--- src/rtl/car_park_pkg.sv ---
// Shared car-park definitions: exit FSM states, 7-segment glyphs, default exit code
// and the lane light/display decode used by the exit controller.
package car_park_pkg;

  typedef enum logic [2:0] {
    IDLE       = 3'd0,
    CODE_WAIT  = 3'd1,
    WRONG_CODE = 3'd2,
    GATE_OPEN  = 3'd3,
    CLEARING   = 3'd4
  } exit_state_e;

  // Active-low segments, bit order gfedcba
  localparam logic [6:0] SEG_BLANK = 7'h7F;
  localparam logic [6:0] SEG_E     = 7'h06;
  localparam logic [6:0] SEG_P     = 7'h0C;
  localparam logic [6:0] SEG_W_L   = 7'h61;
  localparam logic [6:0] SEG_W_R   = 7'h43;
  localparam logic [6:0] SEG_G     = 7'h42;
  localparam logic [6:0] SEG_O     = 7'h40;

  localparam logic [1:0] DEFAULT_EXIT_CODE = 2'b10;

  typedef struct packed {
    logic       green;
    logic       red;
    logic [6:0] hex1;
    logic [6:0] hex2;
  } lane_display_t;

  localparam lane_display_t DISPLAY_OFF = '{green: 1'b0, red: 1'b0, hex1: SEG_BLANK, hex2: SEG_BLANK};

  function automatic lane_display_t display_for(exit_state_e s);
    lane_display_t d;
    d = DISPLAY_OFF;
    case (s)
      CODE_WAIT:  d = '{green: 1'b0, red: 1'b1, hex1: SEG_E,   hex2: SEG_P};
      WRONG_CODE: d = '{green: 1'b0, red: 1'b1, hex1: SEG_W_L, hex2: SEG_W_R};
      GATE_OPEN,
      CLEARING:   d = '{green: 1'b1, red: 1'b0, hex1: SEG_G,   hex2: SEG_O};
      default:    d = DISPLAY_OFF;
    endcase
    return d;
  endfunction

endpackage

--- src/rtl/car_park_exit_controller_if.sv ---
// Exit-lane signal bundle: sensors and terminal in, gate/lights/displays/occupancy out.
interface car_park_exit_controller_if #(
  parameter int OCC_W = 4
);
  logic             exit_sensor;
  logic             gate_clear_sensor;
  logic             entry_done;
  logic [1:0]       exit_code;
  logic             gate_open;
  logic             green_light;
  logic             red_light;
  logic [6:0]       hex1;
  logic [6:0]       hex2;
  logic [OCC_W-1:0] occupancy;
  logic             full;

  modport slave (
    input  exit_sensor, gate_clear_sensor, entry_done, exit_code,
    output gate_open, green_light, red_light, hex1, hex2, occupancy, full
  );

  modport master (
    output exit_sensor, gate_clear_sensor, entry_done, exit_code,
    input  gate_open, green_light, red_light, hex1, hex2, occupancy, full
  );
endinterface

--- src/rtl/car_park_occupancy_counter.sv ---
// Saturating car counter shared by entrance and exit sides; simultaneous inc/dec cancel.
module car_park_occupancy_counter #(
  parameter int CAPACITY = 8,
  parameter int OCC_W    = 4
) (
  input  logic             clk,
  input  logic             reset,
  input  logic             inc,
  input  logic             dec,
  output logic [OCC_W-1:0] occupancy,
  output logic             full
);

  localparam logic [OCC_W-1:0] CAP = OCC_W'(CAPACITY);

  logic [OCC_W-1:0] occupancy_q, occupancy_d;
  logic             full_q, full_d;

  always_comb begin
    occupancy_d = occupancy_q;
    if (inc && !dec && occupancy_q != CAP)
      occupancy_d = occupancy_q + 1'b1;
    else if (dec && !inc && occupancy_q != '0)
      occupancy_d = occupancy_q - 1'b1;
    full_d = (occupancy_d == CAP);
  end

  always_ff @(posedge clk or negedge reset) begin
    if (!reset) begin
      occupancy_q <= '0;
      full_q      <= 1'b0;
    end else begin
      occupancy_q <= occupancy_d;
      full_q      <= full_d;
    end
  end

  assign occupancy = occupancy_q;
  assign full      = full_q;

endmodule

--- src/rtl/car_park_exit_controller.sv ---
// Exit-lane controller: code check, bounded gate opening, clearance tracking,
// registered lane lights/displays and the shared occupancy count.
module car_park_exit_controller
  import car_park_pkg::*;
#(
  parameter int         CAPACITY         = 8,
  parameter int         OCC_W            = 4,
  parameter int         PAY_WAIT         = 4,
  parameter int         GATE_OPEN_CYCLES = 6,
  parameter logic [1:0] EXIT_CODE        = DEFAULT_EXIT_CODE
) (
  input logic                        clk,
  input logic                        reset,
  car_park_exit_controller_if.slave  bus
);

  localparam int TMR_MAX = (PAY_WAIT > GATE_OPEN_CYCLES) ? PAY_WAIT : GATE_OPEN_CYCLES;
  localparam int TMR_W   = $clog2(TMR_MAX + 1);
  localparam logic [TMR_W-1:0] PAY_T     = TMR_W'(PAY_WAIT);
  localparam logic [TMR_W-1:0] GATE_LAST = TMR_W'(GATE_OPEN_CYCLES - 1);

  exit_state_e      state_q, state_d;
  logic [TMR_W-1:0] timer_q, timer_d;
  lane_display_t    disp_q, disp_d;
  logic             exit_pulse;

  always_comb begin
    state_d    = state_q;
    exit_pulse = 1'b0;
    case (state_q)
      IDLE:       if (bus.exit_sensor) state_d = CODE_WAIT;
      CODE_WAIT: begin
        if (!bus.exit_sensor)        state_d = IDLE;
        else if (timer_q == PAY_T)   state_d = (bus.exit_code == EXIT_CODE) ? GATE_OPEN : WRONG_CODE;
      end
      WRONG_CODE: begin
        if (!bus.exit_sensor)                  state_d = IDLE;
        else if (bus.exit_code == EXIT_CODE)   state_d = GATE_OPEN;
      end
      GATE_OPEN: begin
        if (bus.gate_clear_sensor)      state_d = CLEARING;
        else if (timer_q == GATE_LAST)  state_d = IDLE;
      end
      CLEARING: begin
        if (!bus.gate_clear_sensor) begin
          state_d    = IDLE;
          exit_pulse = 1'b1;
        end
      end
      default:    state_d = IDLE;
    endcase

    if (state_d != state_q)
      timer_d = '0;
    else if (state_q == CODE_WAIT || state_q == GATE_OPEN)
      timer_d = timer_q + 1'b1;
    else
      timer_d = '0;

    // Lights follow the current state, so they appear one clock after the transition
    disp_d = display_for(state_q);
  end

  always_ff @(posedge clk or negedge reset) begin
    if (!reset) begin
      state_q <= IDLE;
      timer_q <= '0;
      disp_q  <= DISPLAY_OFF;
    end else begin
      state_q <= state_d;
      timer_q <= timer_d;
      disp_q  <= disp_d;
    end
  end

  assign bus.gate_open   = (state_q == GATE_OPEN) || (state_q == CLEARING);
  assign bus.green_light = disp_q.green;
  assign bus.red_light   = disp_q.red;
  assign bus.hex1        = disp_q.hex1;
  assign bus.hex2        = disp_q.hex2;

  car_park_occupancy_counter #(
    .CAPACITY (CAPACITY),
    .OCC_W    (OCC_W)
  ) u_occupancy (
    .clk       (clk),
    .reset     (reset),
    .inc       (bus.entry_done),
    .dec       (exit_pulse),
    .occupancy (bus.occupancy),
    .full      (bus.full)
  );

endmodule

--- src/flat_wrapper.sv ---
// flat-port wrapper written by rule: the top's interface ports become plain ports
module car_park_exit_controller_flat import car_park_pkg::*;
#(
  parameter int         CAPACITY         = 8,
  parameter int         OCC_W            = 4,
  parameter int         PAY_WAIT         = 4,
  parameter int         GATE_OPEN_CYCLES = 6,
  parameter logic [1:0] EXIT_CODE        = DEFAULT_EXIT_CODE
)
  (clk, reset, bus_exit_sensor, bus_gate_clear_sensor, bus_entry_done, bus_exit_code, bus_gate_open, bus_green_light, bus_red_light, bus_hex1, bus_hex2, bus_occupancy, bus_full);
  car_park_exit_controller_if #(.OCC_W(OCC_W)) bus_i ();
  input logic clk;
  input logic reset;
  input wire logic [$bits(bus_i.exit_sensor)-1:0] bus_exit_sensor;
  input wire logic [$bits(bus_i.gate_clear_sensor)-1:0] bus_gate_clear_sensor;
  input wire logic [$bits(bus_i.entry_done)-1:0] bus_entry_done;
  input wire logic [$bits(bus_i.exit_code)-1:0] bus_exit_code;
  output wire logic [$bits(bus_i.gate_open)-1:0] bus_gate_open;
  output wire logic [$bits(bus_i.green_light)-1:0] bus_green_light;
  output wire logic [$bits(bus_i.red_light)-1:0] bus_red_light;
  output wire logic [$bits(bus_i.hex1)-1:0] bus_hex1;
  output wire logic [$bits(bus_i.hex2)-1:0] bus_hex2;
  output wire logic [$bits(bus_i.occupancy)-1:0] bus_occupancy;
  output wire logic [$bits(bus_i.full)-1:0] bus_full;
  assign bus_i.exit_sensor = bus_exit_sensor;
  assign bus_i.gate_clear_sensor = bus_gate_clear_sensor;
  assign bus_i.entry_done = bus_entry_done;
  assign bus_i.exit_code = bus_exit_code;
  assign bus_gate_open = bus_i.gate_open;
  assign bus_green_light = bus_i.green_light;
  assign bus_red_light = bus_i.red_light;
  assign bus_hex1 = bus_i.hex1;
  assign bus_hex2 = bus_i.hex2;
  assign bus_occupancy = bus_i.occupancy;
  assign bus_full = bus_i.full;
  car_park_exit_controller #(.CAPACITY(CAPACITY), .OCC_W(OCC_W), .PAY_WAIT(PAY_WAIT), .GATE_OPEN_CYCLES(GATE_OPEN_CYCLES), .EXIT_CODE(EXIT_CODE)) u_core (.clk(clk), .reset(reset), .bus(bus_i));
endmodule
--- config.mk ---
export PLATFORM = sky130hd
export DESIGN_NAME = car_park_exit_controller_flat
export DESIGN_NICKNAME = d
export VERILOG_FILES = /design/src/rtl/car_park_pkg.sv /design/src/rtl/car_park_exit_controller_if.sv /design/src/rtl/car_park_occupancy_counter.sv /design/src/rtl/car_park_exit_controller.sv /design/src/flat_wrapper.sv
export SDC_FILE = /design/constraint.sdc
export NUM_CORES = 1
export LEC_CHECK = 0
export BUFFER_PORTS_ARGS = -buffer_cell sky130_fd_sc_hd__buf_2
export CORE_UTILIZATION = 55
export DETAILED_ROUTE_END_ITERATION = 6
export GPL_ROUTABILITY_DRIVEN = 0
export PLACE_DENSITY = 0.83
export SLEW_MARGIN = 20
export SYNTH_ARGS = -nofsm -noshare
export SYNTH_HDL_FRONTEND = slang
export SYNTH_SLANG_ARGS = --single-unit
export TNS_END_PERCENT = 100
--- constraint.sdc ---
create_clock -name clk -period 5 [get_ports clk]
set_clock_uncertainty 0.2 [all_clocks]
set_input_delay 0.25 -clock clk [delete_from_list [all_inputs] [get_ports clk]]
set_output_delay 0.25 -clock clk [all_outputs]
set_load 0.01 [all_outputs]
# After elaboration in Yosys (flattened, before gate mapping)
# Index checks and enable logic that the tools add are counted.
# totals
register_bits,27
out_inout_bits,22
wordCells,49
# classes
n_reduce_logical,11
n_mux,17
add_sub_neg,3
eq_ne,10
# ops
cell,n
16-bit case mux with 3 select lines,1
3-bit 2-to-1 mux,10
3-bit case mux with 5 select lines,1
"3-bit == test, second input constant",3
4-bit 2-to-1 mux,2
"3-bit by 2-bit == test with 1-bit output, second input constant",2
"4-bit by 1-bit adder with 4-bit output, second input constant",1
"4-bit == test, second input constant",1
1-bit logical AND,4
"4-bit inequality test, second input constant",1
4-bit nonzero test,1
"4-bit by 1-bit subtractor with 4-bit output, second input constant",1
"3-bit by 1-bit adder with 3-bit output, second input constant",1
"3-bit by 1-bit == test with 1-bit output, second input constant",1
3-bit zero test,1
1-bit 2-to-1 mux,3
3-bit inequality test,1
"2-bit == test, second input constant",1
1-bit zero test,2
1-bit logical OR,2
2-bit OR reduction,1

# Logic depth before layout (Yosys ltp)
# logic_depth
depth_word,7
mapped_depth,7
mapped_depth_nobuf,7

# Hierarchy
# A second synthesis with hierarchy kept.
# hier_totals
hier_cells,112
hier_area_um2,1124.8
# modules_own_cells
module,n_inst,area_per_inst_um2,cells_each
car_park_exit_controller,1,678.2,61
car_park_occupancy_counter,1,446.7,51

# Least setup slack after synthesis
# Ideal clock, no wire load.
# synth_timing
path_type,register to register
from,register u_core.state_q[0]
to,"register u_core.u_occupancy.full_q, in the netlist u_core.u_occupancy.full"
required_time_ns,4.705
stages_incl_launch_ff,8
path_buffers,2
t_arrival_ns,2.017
setup_ns,0.095
period_less_slack_ns,2.312
setup_slack_ns,2.688
path_cell_list,dfrtp_1 > buf_6 > or4b_1 > buf_2 > nand2_1 > mux2_2 > a211o_1 > nor4b_2
# synth_via
elab_chain_len,7
word_cells_on_any_way,10
# synth_rtl
item,line,rtl
"start, declared",car_park_exit_controller.sv:22,"exit_state_e state_q, state_d;"
"start signal, assigned",car_park_exit_controller.sv:70,state_q <= state_d;
3-bit == test (*),car_park_exit_controller.sv:30,case (state_q)
1-bit 2-to-1 mux (*),car_park_exit_controller.sv:30,
1-bit logical AND or 1-bit zero test (tied branches),"car_park_occupancy_counter.sv:23, car_park_occupancy_counter.sv:21",
1-bit logical AND (on tied branches),"car_park_occupancy_counter.sv:23, car_park_occupancy_counter.sv:21",
4-bit 2-to-1 mux or 1-bit logical AND (tied branches),"car_park_occupancy_counter.sv:23, car_park_occupancy_counter.sv:21",
4-bit 2-to-1 mux (*),car_park_occupancy_counter.sv:21,if (inc && !dec && occupancy_q != CAP)
net u_core.u_occupancy.occupancy_d[2],car_park_occupancy_counter.sv:16,"logic [OCC_W-1:0] occupancy_q, occupancy_d;"
4-bit == test (*),car_park_occupancy_counter.sv:25,full_d = (occupancy_d == CAP);
net u_core.u_occupancy.full_d,car_park_occupancy_counter.sv:17,"logic full_q, full_d;"
"end signal, assigned",car_park_occupancy_counter.sv:34,full_q <= full_d;
"end, declared",car_park_occupancy_counter.sv:17,
# The timed path passes the listed nets; every way through them passes the cells marked *.

# Worst setup path in the final report
# layout_timing
from,register u_core.state_q[1]
to,"register u_core.u_occupancy.full_q, in the netlist u_core.u_occupancy.full"
# The elaborated chain is that of the path after synthesis.

==> results.py <==
metrics = {
    "status": {
        "status": "completed",
    },
    "cells_and_area": {
        "fill_cells": 144,
        "seq_area_um2": 457,
        "syn2layout_area_growth_pct": 10.9,
        "nets": 141,
        "antenna_cells": 0,
        "layout-drive-gt1-share_pct": 33.6,
        "multi_input_area_um2": 500,
    },
    "placement": {
        "dp_hpwl_mm": 1.43,
        "port_buffers": 28,
    },
    "route": {
        "postRouteAntennaNets": 0,
        "dr.pass1.iters": 4,
        "drt_iter0_markers": 11,
        "vias": 820,
        "drt_wl_total_mm": 1.89,
        "drc": 0,
        "via_per_inst": 5.36,
        "wl_per_cell_um": 12.3,
    },
    "synthesis": {
        "synth_area_leaders": "dfrtp_1 (30%), dfstp_2 (12%), buf_4 (6.3%)",
        "yosysWarnings": 0,
        "synth_top_area_share_pct": 30.1,
        "yosysSeqAreaShare_pct": 42.3,
        "async_flop_share_pct": 100,
        "synth_top_cell_by_area": "dfrtp_1",
        "synth_flop_cell": "dfrtp_1",
        "ys_ff_latch": 18,
        "yosysUniqueCellTypes": 37,
        "syn_inst": 108,
        "synthesis.area_mm2": 0.00108,
        "syn_area_per_cell_um2": 10.0,
        "synth_edf_count": 0,
        "syn_nets": 120,
    },
    "pwr": {
        "powerDensity_mw_per_mm2": 391,
        "leakage_nw": 0.531,
        "vdd_drop_max_uv": 244,
    },
    "critical_path": {
        "critPathCaptureType": "flip-flop",
        "critPathMaxFanout": 11,
        "critical_path_class": "flip-flop to flip-flop",
        "worstSetupStartpointType": "flip-flop",
        "cp.arrival_ns": 2.53,
        "r2r_slack_ns": 2.49,
        "crit_required_ns": 5.02,
    },
    "cts": {
        "clock-root-buffer": "clkbuf_4",
        "tritoncts": "yes",
        "cts_sinks": 18,
        "worstSkewPairLatency_ns": 0.30,
        "h-tree-depth": 1,
        "numCtsBuffers": 3,
        "clock_path_buffers": 2,
        "path_clk_slew_ns": 0.11,
    },
    "timing": {
        "relSlewSlack_pct": 51.0,
        "finalCriticalPeriod_ns": 2.51,
        "min_period_over_period_pct": 50.1,
        "slew_viol_final": 0,
        "finalSetupTns_ns": 0,
        "setup_viol": 0,
        "hold_viol": 0,
        "fmax_mhz": 399,
        "worst_pin_slew_ns": 0.732,
        "whs_ns": 0.0311,
        "rsz0062_at_grt": "false",
    },
    "flow_run": {
        "drv_cap": 0,
    },
    "floorplan": {
        "initial_core_util_pct": 60.6,
        "ios": 29,
        "die_w_um": 46.3,
        "coreArea_mm2": 0.00178,
        "dieArea_mm2": 0.00214,
        "die_h_um": 46.3,
        "rows": 15,
    },
    "grt": {
        "grt_max_degree": 19,
        "first_global_vias": 732,
        "track_usage_pct": 21.4,
        "antenna_found_initial": 0,
        "grt_pass1_wl_mm": 3.20,
        "overflow": 0,
    },
    "worst_hold_path": {
        "holdCritPathClass": "primary input to flip-flop",
    },
}
area by class of cell:
cell class,instances,area share [%]
Multi-Input combinational cell,71,41.8
Sequential cell,18,38.1
Timing Repair Buffer,29,12.5
Clock buffer,4,3.03
Tap cell,25,2.61
Inverter,6,1.88
cells in the final DEF (no fill, tap or decap), types with 2 or more instances in the layout:
master,instances
xnor2_1,2
dfrtp_1,13
clkbuf_4,3
nand2_1,7
nand2b_1,6
dfstp_2,5
nor2_1,8
nor2b_1,7
a21oi_1,3
nor4b_2,2
inv_1,6
o21ai_0,5
nand4b_1,2
a211oi_1,2
a32oi_1,2
ha_1,5
buf_2,28
a31oi_1,2
cell usage after synthesis, drive strengths merged, types with 2 or more instances:
| library cell | instances |
|---|---|
| xnor2 | 2 |
| inv | 6 |
| o21ai | 5 |
| nand2 | 8 |
| nor2 | 8 |
| buf | 13 |
| o211ai | 2 |
| nor4b | 2 |
| ha | 5 |
| nor2b | 7 |
| a211oi | 2 |
| dfrtp | 13 |
| nand4b | 2 |
| a32oi | 2 |
| dfstp | 5 |
| nand2b | 6 |
| a21oi | 3 |
| mux2 | 2 |
| a31oi | 2 |
worst paths after layout:
kind / from / endpoint / cells past startpoint
max: u_core.state_q[1]$_DFF_PN0_ / u_core.u_occupancy.full$_DFF_PN0_ / 5
min: bus_gate_clear_sensor / u_core.state_q[2]$_DFF_PN0_ / 2
max reg2reg: u_core.state_q[1]$_DFF_PN0_ / u_core.u_occupancy.full$_DFF_PN0_ / 5
min reg2reg: u_core.timer_q[0]$_DFF_PN0_ / u_core.timer_q[0]$_DFF_PN0_ / 1
max in group asynchronous: reset / u_core.bus.hex1[6]$_DFF_PN1_ / 2
min in group asynchronous: reset / u_core.u_occupancy.full$_DFF_PN0_ / 2
where the power goes:
group	leakage (nW)	internal [mW]	switching (mW)
combinational	0.290	0.0817	0.0889
sequential	0.220	0.169	0.0362
clock	0.0210	0.0444	0.0481
total	0.531	0.295	0.173
stage by stage:
stage / cell area, um2 / setup slack, ns / total power [mW] / utilization (%) / instances
after floorplan: 1080 / 2.69 / 0.329 / - / 108
after global placement: 1150 / 2.58 / 0.370 / 64.6 / 148
after detailed placement: 1150 / 2.52 / 0.378 / 64.6 / 148
after CTS: 1200 / 2.49 / 0.471 / 67.2 / 153
after global routing: 1200 / 2.37 / 0.502 / 67.2 / 153
final: 1200 / 2.49 / 0.468 / 67.2 / 153
cells by family (layout without fill, tap and decap cells):
kind of cell	Yosys count	after routing	synth area share (%)
AOI/OAI and AO/OA	19	19	12.2
buffers and inverters	19	39	11.4
DFF	18	18	42.3
muxes	2	2	2.09
xor gates and xnor gates	3	3	2.43
adders and majority gates	6	6	6.72
and+or+nand+nor	41	41	22.9
state kept, by name, summed over array words and instances (netlist names):
register                      count
u_core.state_q                    3
u_core.bus.green_light            1
u_core.bus.hex1                   5
u_core.u_occupancy.full           1
u_core.u_occupancy.occupancy      4
u_core.timer_q                    3
u_core.bus.red_light              1
routing by layer:
metal / wire length (um) / vias to the layer above / global-route usage, %
met5: 0 / - / 0
met4: 33 / 0 / 8.82
met3: 79 / 4 / 3.53
met2: 903 / 24 / 34.2
met1: 869 / 386 / 28.4
li1: - / 406 / -
critical path: stages, from the launching register on:
cell and delay (ns):
dfrtp_1 0.50, or4b_1 0.68, nand2_1 0.13, mux2_2 0.33, a211o_1 0.31, nor4b_2 0.26
timing repair:
item,CTS,global route
hold endpoints to repair,18,0
hold buffers,1,0
buffers inserted,0,0
resized for setup,0,0
(Power assumes the default switching activity.)
